[src/rtl/mips_run_monitor.sv]
// ============================================================================
// mips_run_monitor : run controller for the multi-cycle MIPS core
// Rev 1.0 - initial release
// ============================================================================
`default_nettype none

module mips_run_monitor #(
  parameter int RST_CYCLES = 2,
  parameter int MAX_CYCLES = 72,
  parameter int CNT_W      = 32,
  parameter int PC_W       = 32,
  parameter int LOOP_LIMIT = 8
) (
  input  logic             clk,
  input  logic             rst,
  input  logic             start_i,
  input  logic             abort_i,
  input  logic             fetch_valid_i,
  input  logic [PC_W-1:0]  fetch_pc_i,
  output logic             cpu_rst_n_o,
  output logic             cpu_en_o,
  output logic             running_o,
  output logic             done_o,
  output logic [1:0]       done_cause_o,
  output logic [CNT_W-1:0] cycle_cnt_o,
  output logic [CNT_W-1:0] instr_cnt_o
);

  localparam int RC_W = $clog2(RST_CYCLES) + 1;

  localparam logic [1:0]       C_CAUSE_NONE    = 2'b00;
  localparam logic [1:0]       C_CAUSE_TIMEOUT = 2'b01;
  localparam logic [1:0]       C_CAUSE_HALT    = 2'b10;
  localparam logic [1:0]       C_CAUSE_ABORT   = 2'b11;
  localparam logic [RC_W-1:0]  C_RST_LAST      = RC_W'(RST_CYCLES - 1);
  localparam logic [CNT_W-1:0] C_CYC_LAST      = CNT_W'(MAX_CYCLES - 1);
  localparam logic [7:0]       C_LOOP_LIMIT    = 8'(LOOP_LIMIT);

  typedef enum logic [1:0] {S_IDLE, S_RESET, S_RUN, S_DONE} state_e;

  state_e           state_q, state_d;
  logic [RC_W-1:0]  rst_cnt_q, rst_cnt_d;
  logic [CNT_W-1:0] cycle_q, cycle_d;
  logic [CNT_W-1:0] instr_q, instr_d;
  logic [1:0]       cause_q, cause_d;
  logic [7:0]       loop_q, loop_d;
  logic [PC_W-1:0]  last_pc_q, last_pc_d;
  logic             pc_vld_q, pc_vld_d;
  logic             cpu_rst_n_q, cpu_rst_n_d;
  logic             cpu_en_q, cpu_en_d;
  logic             running_q, running_d;
  logic             done_q, done_d;

  logic             w_hit;
  logic [7:0]       w_loop_inc;
  logic             w_halt;

  assign w_hit      = pc_vld_q && (fetch_pc_i == last_pc_q);
  assign w_loop_inc = loop_q + 8'd1;
  assign w_halt     = fetch_valid_i && w_hit && (w_loop_inc == C_LOOP_LIMIT);

  always_comb begin
    state_d   = state_q;
    rst_cnt_d = rst_cnt_q;
    cycle_d   = cycle_q;
    instr_d   = instr_q;
    cause_d   = cause_q;
    loop_d    = loop_q;
    last_pc_d = last_pc_q;
    pc_vld_d  = pc_vld_q;

    case (state_q)
      S_IDLE, S_DONE: begin
        if (start_i) begin
          state_d   = S_RESET;
          rst_cnt_d = '0;
          cycle_d   = '0;
          instr_d   = '0;
          cause_d   = C_CAUSE_NONE;
          loop_d    = '0;
          pc_vld_d  = 1'b0;
        end
      end
      S_RESET: begin
        if (rst_cnt_q == C_RST_LAST) begin
          state_d = S_RUN;
        end else begin
          rst_cnt_d = rst_cnt_q + RC_W'(1);
        end
      end
      S_RUN: begin
        cycle_d = cycle_q + CNT_W'(1);
        if (fetch_valid_i) begin
          if (instr_q != '1) begin
            instr_d = instr_q + CNT_W'(1);
          end
          loop_d    = w_hit ? w_loop_inc : 8'd0;
          last_pc_d = fetch_pc_i;
          pc_vld_d  = 1'b1;
        end
        // Exit priority: abort over halt over timeout.
        if (abort_i) begin
          state_d = S_DONE;
          cause_d = C_CAUSE_ABORT;
        end else if (w_halt) begin
          state_d = S_DONE;
          cause_d = C_CAUSE_HALT;
        end else if (cycle_q == C_CYC_LAST) begin
          state_d = S_DONE;
          cause_d = C_CAUSE_TIMEOUT;
        end
      end
      default: state_d = S_IDLE;
    endcase

    cpu_rst_n_d = (state_d == S_RUN) || (state_d == S_DONE);
    cpu_en_d    = (state_d == S_RESET) || (state_d == S_RUN);
    running_d   = (state_d == S_RUN);
    done_d      = (state_d == S_DONE);
  end

  always_ff @(posedge clk or posedge rst) begin
    if (rst) begin
      state_q     <= S_IDLE;
      rst_cnt_q   <= '0;
      cycle_q     <= '0;
      instr_q     <= '0;
      cause_q     <= C_CAUSE_NONE;
      loop_q      <= '0;
      last_pc_q   <= '0;
      pc_vld_q    <= 1'b0;
      cpu_rst_n_q <= 1'b0;
      cpu_en_q    <= 1'b0;
      running_q   <= 1'b0;
      done_q      <= 1'b0;
    end else begin
      state_q     <= state_d;
      rst_cnt_q   <= rst_cnt_d;
      cycle_q     <= cycle_d;
      instr_q     <= instr_d;
      cause_q     <= cause_d;
      loop_q      <= loop_d;
      last_pc_q   <= last_pc_d;
      pc_vld_q    <= pc_vld_d;
      cpu_rst_n_q <= cpu_rst_n_d;
      cpu_en_q    <= cpu_en_d;
      running_q   <= running_d;
      done_q      <= done_d;
    end
  end

  assign cpu_rst_n_o  = cpu_rst_n_q;
  assign cpu_en_o     = cpu_en_q;
  assign running_o    = running_q;
  assign done_o       = done_q;
  assign done_cause_o = cause_q;
  assign cycle_cnt_o  = cycle_q;
  assign instr_cnt_o  = instr_q;

endmodule

`default_nettype wire

[config.mk]
export PLATFORM = sky130hd
export DESIGN_NAME = mips_run_monitor
export DESIGN_NICKNAME = d
export VERILOG_FILES = /design/src/rtl/mips_run_monitor.sv
export SDC_FILE = /design/constraint.sdc
export NUM_CORES = 1
export LEC_CHECK = 0
export CAP_MARGIN = 20
export CORE_MARGIN = 4
export CORE_UTILIZATION = 45
export DETAILED_ROUTE_END_ITERATION = 10
export DONT_BUFFER_PORTS = 1
export PLACE_DENSITY = 0.67
export SYNTH_ARGS = -nofsm -noshare
export SYNTH_HDL_FRONTEND = slang
export SYNTH_SLANG_ARGS = --single-unit
[constraint.sdc]
create_clock -name clk -period 3.4 [get_ports clk]
set_input_delay 0.17 -clock clk [delete_from_list [all_inputs] [get_ports clk]]
set_output_delay 0.17 -clock clk [all_outputs]
set_load 0.03 [all_outputs]
==> flow_metrics.env, run 1 <==
export IMPL_fin_crit_sh_pct=84.06
export IMPL_synthMuxAreaShare_pct=6.832
export IMPL_drt_iter0_drc=264
export IMPL_synth_seq_cells=114
export IMPL_die_area_um2=15350
export IMPL_cts_tree="yes"
export IMPL_timing_worst_setup_path_type="flip-flop to flip-flop"
export IMPL_synthSimpleGateAreaFrac_pct=24.95
export IMPL_synth_compound_area_share_pct=5.880
export IMPL_vias=4761
export IMPL_synth_top_family_by_area="simple AND/OR/NAND/NOR gates"
export IMPL_syn_inst=599
export IMPL_grt_max_degree=68
export IMPL_multi_input_area_um2=3105
export IMPL_firstDrtPassIters=5
export IMPL_min_period_ns=2.858
export IMPL_yosysWarnings=0
export IMPL_routed_wirelength_um=14510
export IMPL_clk_insertion_delay_late_ns=0.41
export IMPL_io_pins=107
export IMPL_dpl_hpwl_um=9837
export IMPL_grt_util_all_layers_pct=19.89
export IMPL_avgSynthCellArea_um2=10.09
export IMPL_io_buffers=0
export IMPL_powerDensity_nw_per_um2=651.4
export IMPL_grt_pass1_vias=4768
export IMPL_path_max_fanout=10
export IMPL_arrival_ns=3.14
export IMPL_skew_ns=0.008531
export IMPL_grt_pass1_wl_um=23860
export IMPL_cts_sinks=114
export IMPL_final_cell_mix="114 x dfrtp_1, 75 x nor2_1, 67 x xor2_1"
export IMPL_yosysSeqAreaShare_pct=47.20
export IMPL_die_w_um=123.9
export IMPL_finalPower_mw=4.694
export IMPL_grt_overflow_total=0
export IMPL_status="complete, no violations"
export IMPL_synth_ff_type="dfrtp_1"
export IMPL_seqCellArea_um2=2853
export IMPL_die_h_um=123.9
export IMPL_fill_cells=1128
export IMPL_area_growth_pct=19.23
export IMPL_post_route_drc_count=0
export IMPL_finalHoldViolCount=0
export IMPL_wire_per_inst_um=17.34
export IMPL_synth_edf_count=0
export IMPL_gp_congestion=0.8623
export IMPL_postCtsSetupBuffers=0
export IMPL_fmax_mhz=349.9
export IMPL_final_common_cell="dfrtp_1"
export IMPL_setup_viol=0
export IMPL_synth_xor_area_share_pct=11.74
export IMPL_ys_types=50
export IMPL_drtAntennaViolNets=0
export IMPL_cts_buffers=17
export IMPL_async_flop_share_pct=100.0
export IMPL_clk_pin_slew_ns=0.05
export IMPL_clock_path_buffers=2
export IMPL_clock_root_buffer="clkbuf_16"
export IMPL_vdd_drop_max_uv=364.2
export IMPL_synthAdderAreaFrac_pct=1.863
export IMPL_max_slew_margin_rel_pct=44.19
export IMPL_worst_pin_slew_ns=0.8371
export IMPL_viasPerCell=5.688
export IMPL_cts_max_level=4
export IMPL_tns_ns=0
export IMPL_crit_path_end_kind="flip-flop"
export IMPL_final_max_slew_violation_count=0
export IMPL_required_ns=3.68
export IMPL_n_antenna_cell=0
export IMPL_start_kind="flip-flop"
export IMPL_synth_cell_area_um2=6043
export IMPL_hold_class="primary input to flip-flop"
export IMPL_power_leakage_nw=3.184
export IMPL_nets=695
export IMPL_drv_cap=0
export IMPL_rsz0062_at_grt="false"
export IMPL_core_area_um2=13190
export IMPL_core_rowCount=42
export IMPL_synth_nets=645
export IMPL_antenna_found_initial=0
export IMPL_drive_above_1_share_pct=11.80
export IMPL_start_util_pct=45.82
timing repair:
item / in CTS / in global routing
gates resized for setup: 0 / 0
hold buffers: 36 / 0
hold endpoints to repair: 102 / 0
cell usage after synthesis, types with 3 or more instances:
library cell / n / area, um2
nor2b_1: 8 / 50.05
ha_1: 9 / 112.6
or2b_1: 4 / 30.03
or4_1: 5 / 37.54
xor2_1: 67 / 586.8
mux2i_1: 3 / 30.03
nor2_1: 76 / 285.3
nand2b_1: 15 / 93.84
xnor2_1: 14 / 122.6
nand2_1: 37 / 138.9
clkbuf_1: 9 / 33.78
or3_1: 7 / 43.79
nand3_1: 34 / 170.2
nor4_1: 14 / 87.58
o21ai_0: 13 / 65.06
dfrtp_1: 114 / 2853
and4_1: 13 / 113.9
inv_1: 10 / 37.54
nor3_1: 9 / 45.04
o21a_1: 3 / 22.52
nand4_1: 32 / 200.2
a22o_1: 6 / 52.55
and3_1: 15 / 93.84
mux2_2: 34 / 382.9
a21oi_1: 11 / 55.05
buf_1: 3 / 11.26
state kept, by name, indices dropped and copies added (netlist names):
signal	flops
instr_cnt_o	32
cpu_rst_n_o	1
last_pc_q	32
done_o	1
cpu_en_o	1
rst_cnt_q	2
pc_vld_q	1
loop_q	8
running_o	1
done_cause_o	2
state_q	1
cycle_cnt_o	32
worst max-delay path, cell delays in order (launching register included):
cell,delay (ns)
dfrtp_1,0.56
inv_1,0.10
ha_1,0.43
mux2i_1,0.16
buf_4,0.18
or3_1,0.32
a2111oi_2,0.57
nand3_1,0.18
xor2_1,0.17
nor2_1,0.05
path summary, 6_finish.rpt:
path / endpoint / start / cells after the start / slack [ns]
worst max register to register: instr_cnt_o[26] / cpu_rst_n_o / 9 / 0.54
worst max-delay path: instr_cnt_o[26] / cpu_rst_n_o / 9 / 0.54
worst min register to register: last_pc_q[22] / last_pc_q[22] / 1 / 0.51
worst min-delay path: state_q[0] / abort_i / 2 / 0.03
max in group asynchronous: instr_cnt_o[3] / rst / 3 / 2.13
min in group asynchronous: last_pc_q[13] / rst / 2 / 0.39
layout make-up:
type	instances	share of cell area, %
multi-input combinational	461	43.10
sequential	114	39.59
clock buffer	26	7.067
timing repair buffer	45	5.939
tap	176	3.056
clock inverter	5	0.6946
inverter	10	0.5557
kinds of logic (layout without fill, tap and decap cells):
| group | count (synthesis) | after routing |
|---|---|---|
| xor+xnor | 81 | 81 |
| simple gates | 283 | 283 |
| buf+inv | 24 | 86 |
| flops | 114 | 114 |
| mux | 37 | 37 |
| compound gates | 51 | 51 |
| fa+ha+maj | 9 | 9 |
report_power, final:
part	internal (mW)	leakage (nW)	switching, mW
Combinational	0.521	1.38	0.611
Sequential	1.62	1.52	0.275
Clock	1.09	0.280	0.579
Total	3.23	3.18	1.46
metrics by stage:
stage / area (um2) / setup slack (ns) / instances / hold slack, ns / utilization, %
5_1_grt: 7206 / 0.2834 / 837 / 0.01003 / 54.63
6_report: 7206 / 0.5420 / 837 / 0.03441 / 54.63
4_1_cts: 7206 / 0.5262 / 837 / 0.01154 / 54.63
3_3_place_gp: 6286 / 0.6576 / 770 / 0.2631 / 47.66
2_1_floorplan: 6043 / 0.2143 / 599 / 0.2926 / -
3_5_place_dp: 6286 / 0.5343 / 770 / 0.2682 / 47.66
per-layer routing:
layer,share of wire (%),global-route usage (%)
met3,8.1,7.402
met5,0,0
met4,1.8,7.474
met2,46,30.31
met1,44,25.83
(Power assumes the default switching activity.)
==> run 2: changes to the inputs <==
Settings changed: PLACE_DENSITY 0.67 to 0.65.
Clock period 3.4 ns to 2.8 ns, I/O delays scaled along.
==> flow_metrics.env, run 2 (synthesized netlist as in run 1, its figures left out) <==
export IMPL_hold_slack_ns=0.09215
export IMPL_die_area_um2=15350
export IMPL_drt_iter0_drc=219
export IMPL_clk_pin_slew_ns=0.05
export IMPL_drive_above_1_share_pct=14.49
export IMPL_finalNonFillerCells=859
export IMPL_fmax_mhz=406.8
export IMPL_rsz0062_at_grt="false"
export IMPL_required_ns=3.07
export IMPL_n_antenna_cell=0
export IMPL_area_growth_pct=23.21
export IMPL_fin_crit_sh_pct=87.79
export IMPL_dpl_hpwl_um=10050
export IMPL_skew_ns=0.007526
export IMPL_worst_pin_slew_ns=0.8589
export IMPL_path_max_fanout=4
export IMPL_fill_cells=1151
export IMPL_status="complete, no violations"
export IMPL_seqCellArea_um2=2853
export IMPL_drtAntennaViolNets=0
export IMPL_antenna_found_initial=0
export IMPL_crit_path_end="instr_cnt_o[26]"
export IMPL_min_period_ns=2.458
export IMPL_finalCoreUtilization_pct=56.45
export IMPL_grt_max_degree=60
export IMPL_post_route_drc_count=0
export IMPL_finalHoldViolCount=0
export IMPL_clock_path_buffers=2
export IMPL_crit_path_end_kind="flip-flop"
export IMPL_multi_input_area_um2=3105
export IMPL_arrival_ns=2.73
export IMPL_cts_buffers=17
export IMPL_core_rowCount=42
export IMPL_reg2reg_to="instr_cnt_o[26]"
export IMPL_worstHoldStart="fetch_valid_i"
export IMPL_worstReg2RegStart="cpu_rst_n_o"
export IMPL_max_slew_margin_rel_pct=42.62
export IMPL_grt_pass1_vias=4748
export IMPL_cts_max_level=4
export IMPL_powerDensity_nw_per_um2=798.3
export IMPL_final_max_slew_violation_count=0
export IMPL_io_buffers=0
export IMPL_die_w_um=123.9
export IMPL_routed_wirelength_um=14760
export IMPL_vdd_drop_max_uv=333.3
export IMPL_dp_cells=792
export IMPL_hold_class="primary input to flip-flop"
export IMPL_core_area_um2=13190
export IMPL_cts_tree="yes"
export IMPL_nets=717
export IMPL_clk_insertion_delay_late_ns=0.41
export IMPL_die_h_um=123.9
export IMPL_vias=4805
export IMPL_setup_viol=0
export IMPL_reg2reg_depth=8
export IMPL_drv_cap=0
export IMPL_cts_sinks=114
export IMPL_viasPerCell=5.594
export IMPL_r2r_slack_ns=0.34
export IMPL_crit_slowest_cell="a2111oi_2"
export IMPL_grt_pass1_wl_um=23870
export IMPL_start_kind="flip-flop"
export IMPL_dpl_cell_area_um2=6477
export IMPL_firstDrtPassIters=4
export IMPL_grt_overflow_total=0
export IMPL_crit_start="cpu_rst_n_o"
export IMPL_final_common_cell="dfrtp_1"
export IMPL_slowest_delay_ns=0.66
export IMPL_crit_chain="inv_1 -> ha_1 -> mux2i_1 -> or3_1 -> a2111oi_2 -> nand3_1 -> xor2_1 -> nor2_1"
export IMPL_final_area_um2=7446
export IMPL_gp_congestion=0.8293
export IMPL_wire_per_inst_um=17.18
export IMPL_power_leakage_nw=3.326
export IMPL_postCtsSetupBuffers=0
export IMPL_grt_util_all_layers_pct=19.82
export IMPL_io_pins=107
export IMPL_final_cell_mix="114 x dfrtp_1, 75 x nor2_1, 67 x xor2_1"
export IMPL_start_util_pct=45.82
export IMPL_timing_worst_setup_path_type="flip-flop to flip-flop"
export IMPL_clock_root_buffer="clkbuf_16"
export IMPL_tns_ns=0
[run 2: changes by cell type in the layout (fill, tap and decap cells not counted)]
cell / before / now
clkinvlp_4: 0 / 1
bufinv_16: 1 / 3
clkinv_2: 4 / 1
buf_4: 9 / 29
clkbuf_1: 4 / 5
buf_12: 0 / 2
inv_4: 1 / 0
[run 2: metrics by stage]
step / setup slack (ns) / total power [mW]
2_1_floorplan: 0.2204 / 3.315
3_3_place_gp: 0.4458 / 3.614
3_5_place_dp: 0.3348 / 3.694
4_1_cts: 0.3178 / 5.982
5_1_grt: 0.09402 / 6.276
6_report: 0.3420 / 5.944
[run 2: what timing repair did]
item | 4_1_cts | 5_1_grt
hold buffers | 36 | 0
hold endpoints to repair | 74 | 0
gates resized for setup | 0 | 0
[run 2: worst min path at each step]
stage,to,slack [ns],cells after the start
after floorplan,rst_cnt_q[1],0.26,2
after global placement,instr_cnt_o[9],0.21,1
after detailed placement,instr_cnt_o[9],0.22,1
after CTS,loop_q[5],0.07,3
after global routing,loop_q[5],0.09,3
final,loop_q[5],0.09,3
[run 2: metal layers]
metal / up-vias / track usage, % / wire length (um)
met1: 2359 / 24.96 / 6291
li1: 2286 / - / -
met5: - / 0 / 0
met4: 0 / 7.474 / 258
met2: 134 / 31.84 / 7085
met3: 26 / 6.403 / 1125
[run 2: worst max-delay path, delay by kind of cell (launching register included)]
| kind | cells | cell delay (ns) |
|---|---|---|
| AO/OA/AOI/OAI | 1 | 0.66 |
| XOR/XNOR | 1 | 0.17 |
| flip-flops | 1 | 0.35 |
| adder cells (fa/ha/maj) | 1 | 0.31 |
| AND/OR/NAND/NOR | 3 | 0.59 |
| multiplexers | 1 | 0.18 |
| buffers and inverters | 1 | 0.06 |
[run 2: final cells by class]
class,instances,share of cell area (%)
sequential,114,38.31
tap,176,2.957
timing repair buffer,67,8.301
multi-input combinational,461,41.71
inverter,10,0.5545
clock inverter,4,1.277
clock buffer,27,6.890
[run 2: report_power, final]
part / internal, mW / switching, mW
combinational: 0.668 / 0.793
sequential: 1.96 / 0.294
clock: 1.51 / 0.713
